### src/rtl/arb_pkg.sv
// arb_pkg: shared arbiter constants, FSM state type and one-hot to index helper
package arb_pkg;
  localparam int ARB_N = 8;
  localparam int ARB_IDX_W = 3;
  typedef enum logic {IDLE, GRANT} state_t;
  function automatic logic [ARB_IDX_W-1:0] onehot8_to_idx(input logic [ARB_N-1:0] oh);
    logic [ARB_IDX_W-1:0] idx;
    idx = '0;
    for (int i = 0; i < ARB_N; i++) idx = oh[i] ? idx | ARB_IDX_W'(i) : idx;
    return idx;
  endfunction
endpackage

### src/rtl/rr_arbiter8_if.sv
// rr_arbiter8_if: arbiter bus; master drives req, slave returns gnt, gnt_idx, gnt_valid, preempt
interface rr_arbiter8_if import arb_pkg::*; ();
  logic [ARB_N-1:0] req;
  logic [ARB_N-1:0] gnt;
  logic [ARB_IDX_W-1:0] gnt_idx;
  logic gnt_valid;
  logic preempt;
  modport master (output req, input gnt, gnt_idx, gnt_valid, preempt);
  modport slave (input req, output gnt, gnt_idx, gnt_valid, preempt);
endinterface

### src/rtl/rr_pick8.sv
// rr_pick8: round-robin pick; in req/ptr/excl, out win_oh/win_idx/any via rotate, lowest-bit, rotate back
module rr_pick8 import arb_pkg::*; (
  input  logic [ARB_N-1:0]     req,
  input  logic [ARB_IDX_W-1:0] ptr,
  input  logic [ARB_N-1:0]     excl,
  output logic [ARB_N-1:0]     win_oh,
  output logic [ARB_IDX_W-1:0] win_idx,
  output logic                 any
);
  logic [ARB_N-1:0] m, rot, first;
  logic [2*ARB_N-1:0] dbl_r, dbl_b;
  always_comb begin
    m = req & ~excl;
    dbl_r = {m, m} >> ptr;
    rot = dbl_r[ARB_N-1:0];
    first = rot & (~rot + 1'b1);
    dbl_b = {first, first} << ptr;
    win_oh = dbl_b[2*ARB_N-1:ARB_N];
    win_idx = onehot8_to_idx(first) + ptr;
    any = |m;
  end
endmodule

### src/rtl/rr_arbiter8.sv
// rr_arbiter8: 8-way round-robin arbiter with hold limit; clk/rst plus slave bus (req in, registered gnt/gnt_idx/gnt_valid/preempt out)
module rr_arbiter8 import arb_pkg::*; #(
  parameter int MAX_HOLD = 16
) (
  input logic          clk,
  input logic          rst,
  rr_arbiter8_if.slave bus
);
  localparam int HC_W = $clog2(MAX_HOLD + 2);
  state_t state, state_n;
  logic [ARB_N-1:0] gnt, gnt_n, win_oh;
  logic [ARB_IDX_W-1:0] idx, idx_n, ptr, ptr_n, win_idx;
  logic valid, valid_n, pre, pre_n, any, own, at_lim, take;
  logic [HC_W-1:0] hc, hc_n;
  rr_pick8 u_pick (
    .req(bus.req),
    .ptr(ptr),
    .excl(gnt),
    .win_oh(win_oh),
    .win_idx(win_idx),
    .any(any)
  );
  always_comb begin
    own = |(bus.req & gnt);
    at_lim = (MAX_HOLD != 0) && (32'(hc) >= 32'(MAX_HOLD - 1));
    take = any && (state == IDLE || !own || at_lim);
    state_n = take ? GRANT : (own ? state : IDLE);
    gnt_n = take ? win_oh : (own ? gnt : '0);
    idx_n = take ? win_idx : (own ? idx : '0);
    valid_n = take || own;
    pre_n = take && own;
    ptr_n = take ? win_idx + 1'b1 : ptr;
    hc_n = (take || !own) ? '0 : (32'(hc) < 32'(MAX_HOLD)) ? hc + 1'b1 : hc;
  end
  always_ff @(posedge clk) begin
    if (rst) begin
      state <= IDLE;
      gnt <= '0;
      idx <= '0;
      valid <= 1'b0;
      pre <= 1'b0;
      ptr <= '0;
      hc <= '0;
    end else begin
      state <= state_n;
      gnt <= gnt_n;
      idx <= idx_n;
      valid <= valid_n;
      pre <= pre_n;
      ptr <= ptr_n;
      hc <= hc_n;
    end
  end
  assign bus.gnt = gnt;
  assign bus.gnt_idx = idx;
  assign bus.gnt_valid = valid;
  assign bus.preempt = pre;
endmodule

### src/flat_wrapper.sv
// flat-port wrapper written by rule: the top's interface ports become plain ports
module rr_arbiter8_flat import arb_pkg::*;
#(
  parameter int MAX_HOLD = 16
)
  (clk, rst, bus_req, bus_gnt, bus_gnt_idx, bus_gnt_valid, bus_preempt);
  rr_arbiter8_if bus_i ();
  input logic clk;
  input logic rst;
  input wire logic [$bits(bus_i.req)-1:0] bus_req;
  output wire logic [$bits(bus_i.gnt)-1:0] bus_gnt;
  output wire logic [$bits(bus_i.gnt_idx)-1:0] bus_gnt_idx;
  output wire logic [$bits(bus_i.gnt_valid)-1:0] bus_gnt_valid;
  output wire logic [$bits(bus_i.preempt)-1:0] bus_preempt;
  assign bus_i.req = bus_req;
  assign bus_gnt = bus_i.gnt;
  assign bus_gnt_idx = bus_i.gnt_idx;
  assign bus_gnt_valid = bus_i.gnt_valid;
  assign bus_preempt = bus_i.preempt;
  rr_arbiter8 #(.MAX_HOLD(MAX_HOLD)) u_core (.clk(clk), .rst(rst), .bus(bus_i));
endmodule
### config.mk
export PLATFORM = sky130hd
export DESIGN_NAME = rr_arbiter8_flat
export DESIGN_NICKNAME = d
export VERILOG_FILES = /design/src/rtl/arb_pkg.sv /design/src/rtl/rr_arbiter8_if.sv /design/src/rtl/rr_pick8.sv /design/src/rtl/rr_arbiter8.sv /design/src/flat_wrapper.sv
export SDC_FILE = /design/constraint.sdc
export NUM_CORES = 1
export LEC_CHECK = 0
export ABC_AREA = 1
export BUFFER_PORTS_ARGS = -buffer_cell sky130_fd_sc_hd__buf_4
export CORE_AREA = 2 2 61 63
export DETAILED_ROUTE_END_ITERATION = 10
export DIE_AREA = 0 0 63 65
export GPL_ROUTABILITY_DRIVEN = 0
export PLACE_DENSITY = 0.79
export SYNTH_ARGS = -nofsm -noshare
export SYNTH_HDL_FRONTEND = slang
export SYNTH_SLANG_ARGS = --single-unit
### constraint.sdc
create_clock -name clk -period 3.5 [get_ports clk]
set_input_delay 0.35 -clock clk [delete_from_list [all_inputs] [get_ports clk]]
set_output_delay 0.35 -clock clk [all_outputs]
set_load 0.05 [all_outputs]
After elaboration in Yosys (flattened, before gate mapping)
Index checks and enable logic that the tools add are counted.
{"block": "word_totals", "regBits": 22, "output_inout_bits": 13}
{"block": "classes", "add_sub_neg": 4, "n_lt_le_gt_ge": 2, "eq_ne": 1, "shift": 2, "n_mux": 13, "bitwise_logic": 6, "n_reduce_logical": 10}
{"operator": "8-bit AND", "n": 3}
{"operator": "3-bit two-way mux", "n": 6}
{"operator": "8-bit two-way mux", "n": 2}
{"operator": "8-bit NOT", "n": 2}
{"operator": "8-bit OR reduction", "n": 2}
{"operator": "16-bit by 3-bit << shifter with 16-bit output", "n": 1}
{"operator": "16-bit by 3-bit right shift with 8-bit output", "n": 1}
{"operator": "8-bit by 1-bit adder with 8-bit output (second input constant)", "n": 1}
{"operator": "5-bit by 1-bit adder with 5-bit output (second input constant)", "n": 1}
{"operator": "5-bit by 4-bit greater-or-equal comparator with 1-bit output (second input constant)", "n": 1}
{"operator": "5-bit less-than comparator (second input constant)", "n": 1}
{"operator": "1-bit logical OR", "n": 4}
{"operator": "2-bit two-way mux", "n": 2}
{"operator": "3-bit by 1-bit adder with 3-bit output (second input constant)", "n": 1}
{"operator": "3-bit adder", "n": 1}
{"operator": "1-bit two-way mux", "n": 3}
{"operator": "1-bit logical AND", "n": 2}
{"operator": "2-bit inequality test (second input constant)", "n": 1}
{"operator": "2-bit OR reduction", "n": 1}
{"operator": "1-bit zero test", "n": 1}
{"operator": "1-bit NOT", "n": 1}

Logic depth before layout (Yosys ltp)
{"block": "depth", "ltp_word": 15, "mapped_depth": 20, "mapped_depth_nobuf": 19}

Cells and area by module
Synthesis repeated with hierarchy kept, for this count alone.
{"block": "unflattened", "hier_cells": 305, "hier_area_um2": 1851.8}
{"module": "rr_arbiter8", "n_inst": 1, "cells_each": 126, "area_each_um2": 977.2}
{"module": "rr_pick8", "n_inst": 1, "cells_each": 179, "area_each_um2": 874.6}

Least setup slack after synthesis
No wires, ideal clock.
{"block": "synth_timing", "path_type": "register to register", "startpoint": "reg u_core.gnt[2] (netlist: u_core.bus.gnt[2])", "endpoint": "reg u_core.ptr[2]", "setup_ns": 0.110, "arrival_ns": 2.703, "required_time_ns": 3.390, "slack_ns": 0.687, "path_stages_with_launch": 20, "path_buffers": 0, "synth_period_minus_slack_ns": 2.813, "cell_sequence": "dfxtp_1 > inv_1 > nand3_1 > nand3_2 > nand2_1 > nand2_2 > nand2_4 > nand3_1 > nor2_2 > nand2_2 > nand4_1 > ha_1 > fa_1 > ha_1 > nand3_1 > nand2_1 > inv_1 > nand2_1 > inv_1 > nor2_1"}
{"block": "synth_via", "elab_chain_len": 15, "elab_cells_between_ends": 22}
{"item": "start: declaration", "line_no": "rr_arbiter8.sv:11", "text": "logic [ARB_N-1:0] gnt, gnt_n, win_oh;"}
{"item": "start signal: assignment", "line_no": "rr_arbiter8.sv:46", "text": "gnt <= gnt_n;"}
{"item": "8-bit NOT", "line_no": "rr_pick8.sv:13", "text": "m = req & ~excl;"}
{"item": "8-bit AND", "line_no": "rr_pick8.sv:13"}
{"item": "16-bit by 3-bit right shift with 8-bit output", "line_no": "rr_pick8.sv:14", "text": "dbl_r = {m, m} >> ptr;"}
{"item": "8-bit NOT", "line_no": "rr_pick8.sv:16", "text": "first = rot & (~rot + 1'b1);"}
{"item": "8-bit by 1-bit adder with 8-bit output", "line_no": "rr_pick8.sv:16"}
{"item": "8-bit AND", "line_no": "rr_pick8.sv:16"}
{"item": "1-bit two-way mux", "line_no": "arb_pkg.sv:9", "text": "for (int i = 0; i < ARB_N; i++) idx = oh[i] ? idx | ARB_IDX_W'(i) : idx;"}
{"item": "2-bit two-way mux (2 in series)", "line_no": "arb_pkg.sv:9"}
{"item": "3-bit two-way mux (4 in series)", "line_no": "arb_pkg.sv:9"}
{"item": "3-bit adder", "line_no": "rr_pick8.sv:19", "text": "win_idx = onehot8_to_idx(first) + ptr;"}
{"item": "3-bit by 1-bit adder with 3-bit output", "line_no": "rr_arbiter8.sv:32", "text": "ptr_n = take ? win_idx + 1'b1 : ptr;"}
{"item": "end signal: assignment", "line_no": "rr_arbiter8.sv:50", "text": "ptr <= ptr_n;"}
{"item": "end: declaration", "line_no": "rr_arbiter8.sv:12", "text": "logic [ARB_IDX_W-1:0] idx, idx_n, ptr, ptr_n, win_idx;"}
Several ways; a longest one is shown, not always the timed one.
A chain may end at the register's enable or synchronous reset.

Worst setup path in the final report
{"block": "layout_timing", "startpoint": "reg u_core.ptr[0]", "endpoint": "reg u_core.ptr[2]"}
{"block": "layout_via", "elab_chain_len": 13}
{"item": "16-bit by 3-bit right shift with 8-bit output", "line_no": "rr_pick8.sv:14"}
{"item": "8-bit NOT", "line_no": "rr_pick8.sv:16"}
{"item": "8-bit by 1-bit adder with 8-bit output", "line_no": "rr_pick8.sv:16"}
{"item": "8-bit AND", "line_no": "rr_pick8.sv:16"}
{"item": "1-bit two-way mux", "line_no": "arb_pkg.sv:9"}
{"item": "2-bit two-way mux (2 in series)", "line_no": "arb_pkg.sv:9"}
{"item": "3-bit two-way mux (4 in series)", "line_no": "arb_pkg.sv:9"}
{"item": "3-bit adder (*)", "line_no": "rr_pick8.sv:19"}
{"item": "3-bit by 1-bit adder with 3-bit output (*)", "line_no": "rr_arbiter8.sv:32"}
Mark *: on every way between the ends. The rest lies on a longest branch, timed or not.

==> results.yml <==
place:
  hpwl_um: 3780
  portBuffers: 22
  dpl_cell_area_sq_mm: 0.00215
  dp_worst_setup_slack_ns: 0.521
critical_path:
  arrival_ns: 3.25
  ff2ff_path_depth: 19
  path_class: "reg2reg"
  cp_max_fo: 18
  required_ns: 3.71
  cp-end-kind: "flip-flop"
  max_stage_delay_ns: 0.63
  start_kind: "flip-flop"
  crit_top_cell: "nand2_1"
  cp_cell_sequence: "inv_6 > nand3_1 > nand3_2 > nand2_1 > nand2_1 > nand2_2 > nand2_2 > nor2_2 > nand2_2 > nand4_1 > ha_1 > fa_1 > ha_1 > nand3_1 > nand2_1 > inv_1 > nand2_1 > inv_1 > nor2_1"
  cp_slowest_cell: "dfxtp_1"
grt:
  grt_remaining_overflow: 0
  grt_pass1_wl_um: 7800
  grt_max_degree: 19
  antenna_found_initial: 0
  grt_usage: 0.234
  first_global_vias: 1668
power:
  internal-power_uw: 923
  ir_worst_vdd_mv: 0.524
  power.leakage_uw: 0.00110
  p_per_area_mw_per_mm2: 1010
  switching_share: 0.582
  seqPwrFrac: 0.192
  clkPwrFrac: 0.061
  switching_power_uw: 1280
  p_comb_frac: 0.747
  fin_total_pwr_uw: 2210
sta:
  worst_pin_slew_ns: 0.590
  finalSetupViolations: 0
  skew_ns: 0.00181
  whs_ns: 0.253
  drv_slew: 0
  fin_tns_setup_ns: 0
  slew-limit-headroom: 0.606
  fin_ws_ns: 0.466
  hold_violations: 0
  rsz0062_at_grt: "false"
  final.min_clock_period_ns: 3.03
  fin_crit_sh: 0.867
  clock.fmax_ghz: 0.330
route:
  wl_um: 4630
  first_iter_violations: 170
  drtPass1Iterations: 4
  ant_nets: 0
  wl_met1_um: 2240
  maxUsedRoutingLayer: "met4"
  drc: 0
  post_drt_wl_per_cell_um: 12.4
  num_vias: 2000
  wl_met2_um: 2090
  met3WireLength_um: 262
  viasPerCell: 5.35
synthesis:
  synthArstFlopShare: 0
  yosys.area.top_type: "dfxtp_1"
  syn_nets: 321
  synth_warnings: 0
  synth_commonest_cells: "100 x nand2_1, 63 x nand3_1, 27 x inv_1"
  ys_seq_area_frac: 0.222
  synthFlopType: "dfxtp_1"
  avgSynthCellArea_sq_um: 6.48
  netlist_area_sq_mm: 0.00198
  synth.distinct_cells: 33
  synth_most_common_cell: "nand2_1"
  yosys-top-cells-area: "dfxtp_1 22%, nand2_1 19%, nand3_1 16%"
  synth_top_area_share: 0.222
  synth_edf_count: 0
  syn_inst: 306
  ys_seq_elements: 22
cells_and_area:
  fin_area_sq_mm: 0.00219
  antenna_cells: 0
  finalNetCount: 342
  n_fill_cell: 336
  drive_gt1_frac: 0.221
  syn_to_final_growth_pct: 10.4
clocking:
  cts_hold_buffers: 0
  clk_path_buf_depth: 2
  numCtsBuffers: 3
  clkLatencyLatePin_ns: 0.30
  tritoncts: "done"
  cts_resized: 0
  postCtsSetupBuffers: 0
  htree_levels: 1
  cts_sinks: 22
  cts.root.buffer_cell: "clkbuf_4"
  clk_pin_slew_worst_paths_ns: 0.11
worst_hold_path:
  hold-path-cell-count: 2
  hold_class: "in2reg"
outcome:
  outcome: "complete, no violations"
floorplanning:
  coreArea_sq_mm: 0.00350
  die_w_um: 63
  io_pins: 23
  rows: 22
  initial_core_util: 0.568
  die_y_um: 65
  dieArea_sq_mm: 0.00410
run:
  drv_cap: 0
-- sequential cells by signal (all words and copies together), names as in the netlist --
signal                cells
u_core.bus.gnt            8
u_core.hc                 5
u_core.bus.gnt_idx        3
u_core.ptr                3
u_core.bus.gnt_valid      1
u_core.bus.preempt        1
u_core.state              1
-- worst max-delay path, delay by kind of cell (launching register included) --
family	cells	cell delay (ns)
simple gates	13	1.21
flops	1	0.63
buf+inv	3	0.25
fa+ha+maj	3	0.84
-- per-stage QoR --
step           utilization  std cells
2_1_floorplan            -        306
3_3_place_gp         0.616        370
3_5_place_dp         0.616        370
4_1_cts              0.627        374
5_1_grt              0.627        374
6_report             0.627        374
-- power by group through the flow --
stage / logic (uW) / clock network [uW] / registers, uW
after floorplan: 1220 / 0 / 544
after global placement: 1610 / 0 / 431
after detailed placement: 1630 / 0 / 432
after CTS: 1640 / 139 / 425
after global routing: 1840 / 150 / 436
final: 1650 / 135 / 425
-- cells by family after synthesis --
logic type                 after synthesis  share of synthesized area
buffers and inverters                   41                      0.107
xor gates and xnor gates                 3                     0.0132
AOI/OAI and AO/OA                       18                     0.0523
adders and majority gates                5                     0.0353
DFF                                     22                      0.222
and+or+nand+nor                        217                      0.571
-- layout by cell type (no fill, tap or decap), drive strengths merged --
cell,instances
nand3,77
inv,31
nor2,15
nor4,1
buf,26
a22o,1
a21oi,8
o21ai,6
fa,1
nand2,115
dfxtp,22
o22ai,2
nand4,7
clkbuf,4
xor2,2
nor3,1
a221oi,1
ha,4
xnor2,1
or3,1
-- cell type report --
type	count	area (sq um)	share of cell area
flip-flops and latches	22	440	0.201
clock buffers	4	36.3	0.0166
repair buffers	26	195	0.0891
inverters	31	126	0.0577
multi-input cells	243	1330	0.608
well taps	48	60.1	0.0274
-- metal layers --
layer,vias to the layer above,global-route usage
li1,1051,-
met1,882,0.348
met2,63,0.366
met3,4,0.0243
met4,0,0.0444
met5,-,0
-- path summary, 6_finish.rpt --
check	from	to	slack, ns
worst min register to register	u_core.bus.gnt_idx[2]$_SDFFE_PP0P_	u_core.bus.gnt_idx[2]$_SDFFE_PP0P_	0.46
worst min-delay path	rst	u_core.state$_SDFFE_PP0P_	0.25
worst max register to register	u_core.ptr[0]$_SDFFE_PP0P_	u_core.ptr[2]$_SDFFE_PP0P_	0.47
worst max-delay path	u_core.ptr[0]$_SDFFE_PP0P_	u_core.ptr[2]$_SDFFE_PP0P_	0.47
No activity file was read; power rests on OpenSTA's default activity.
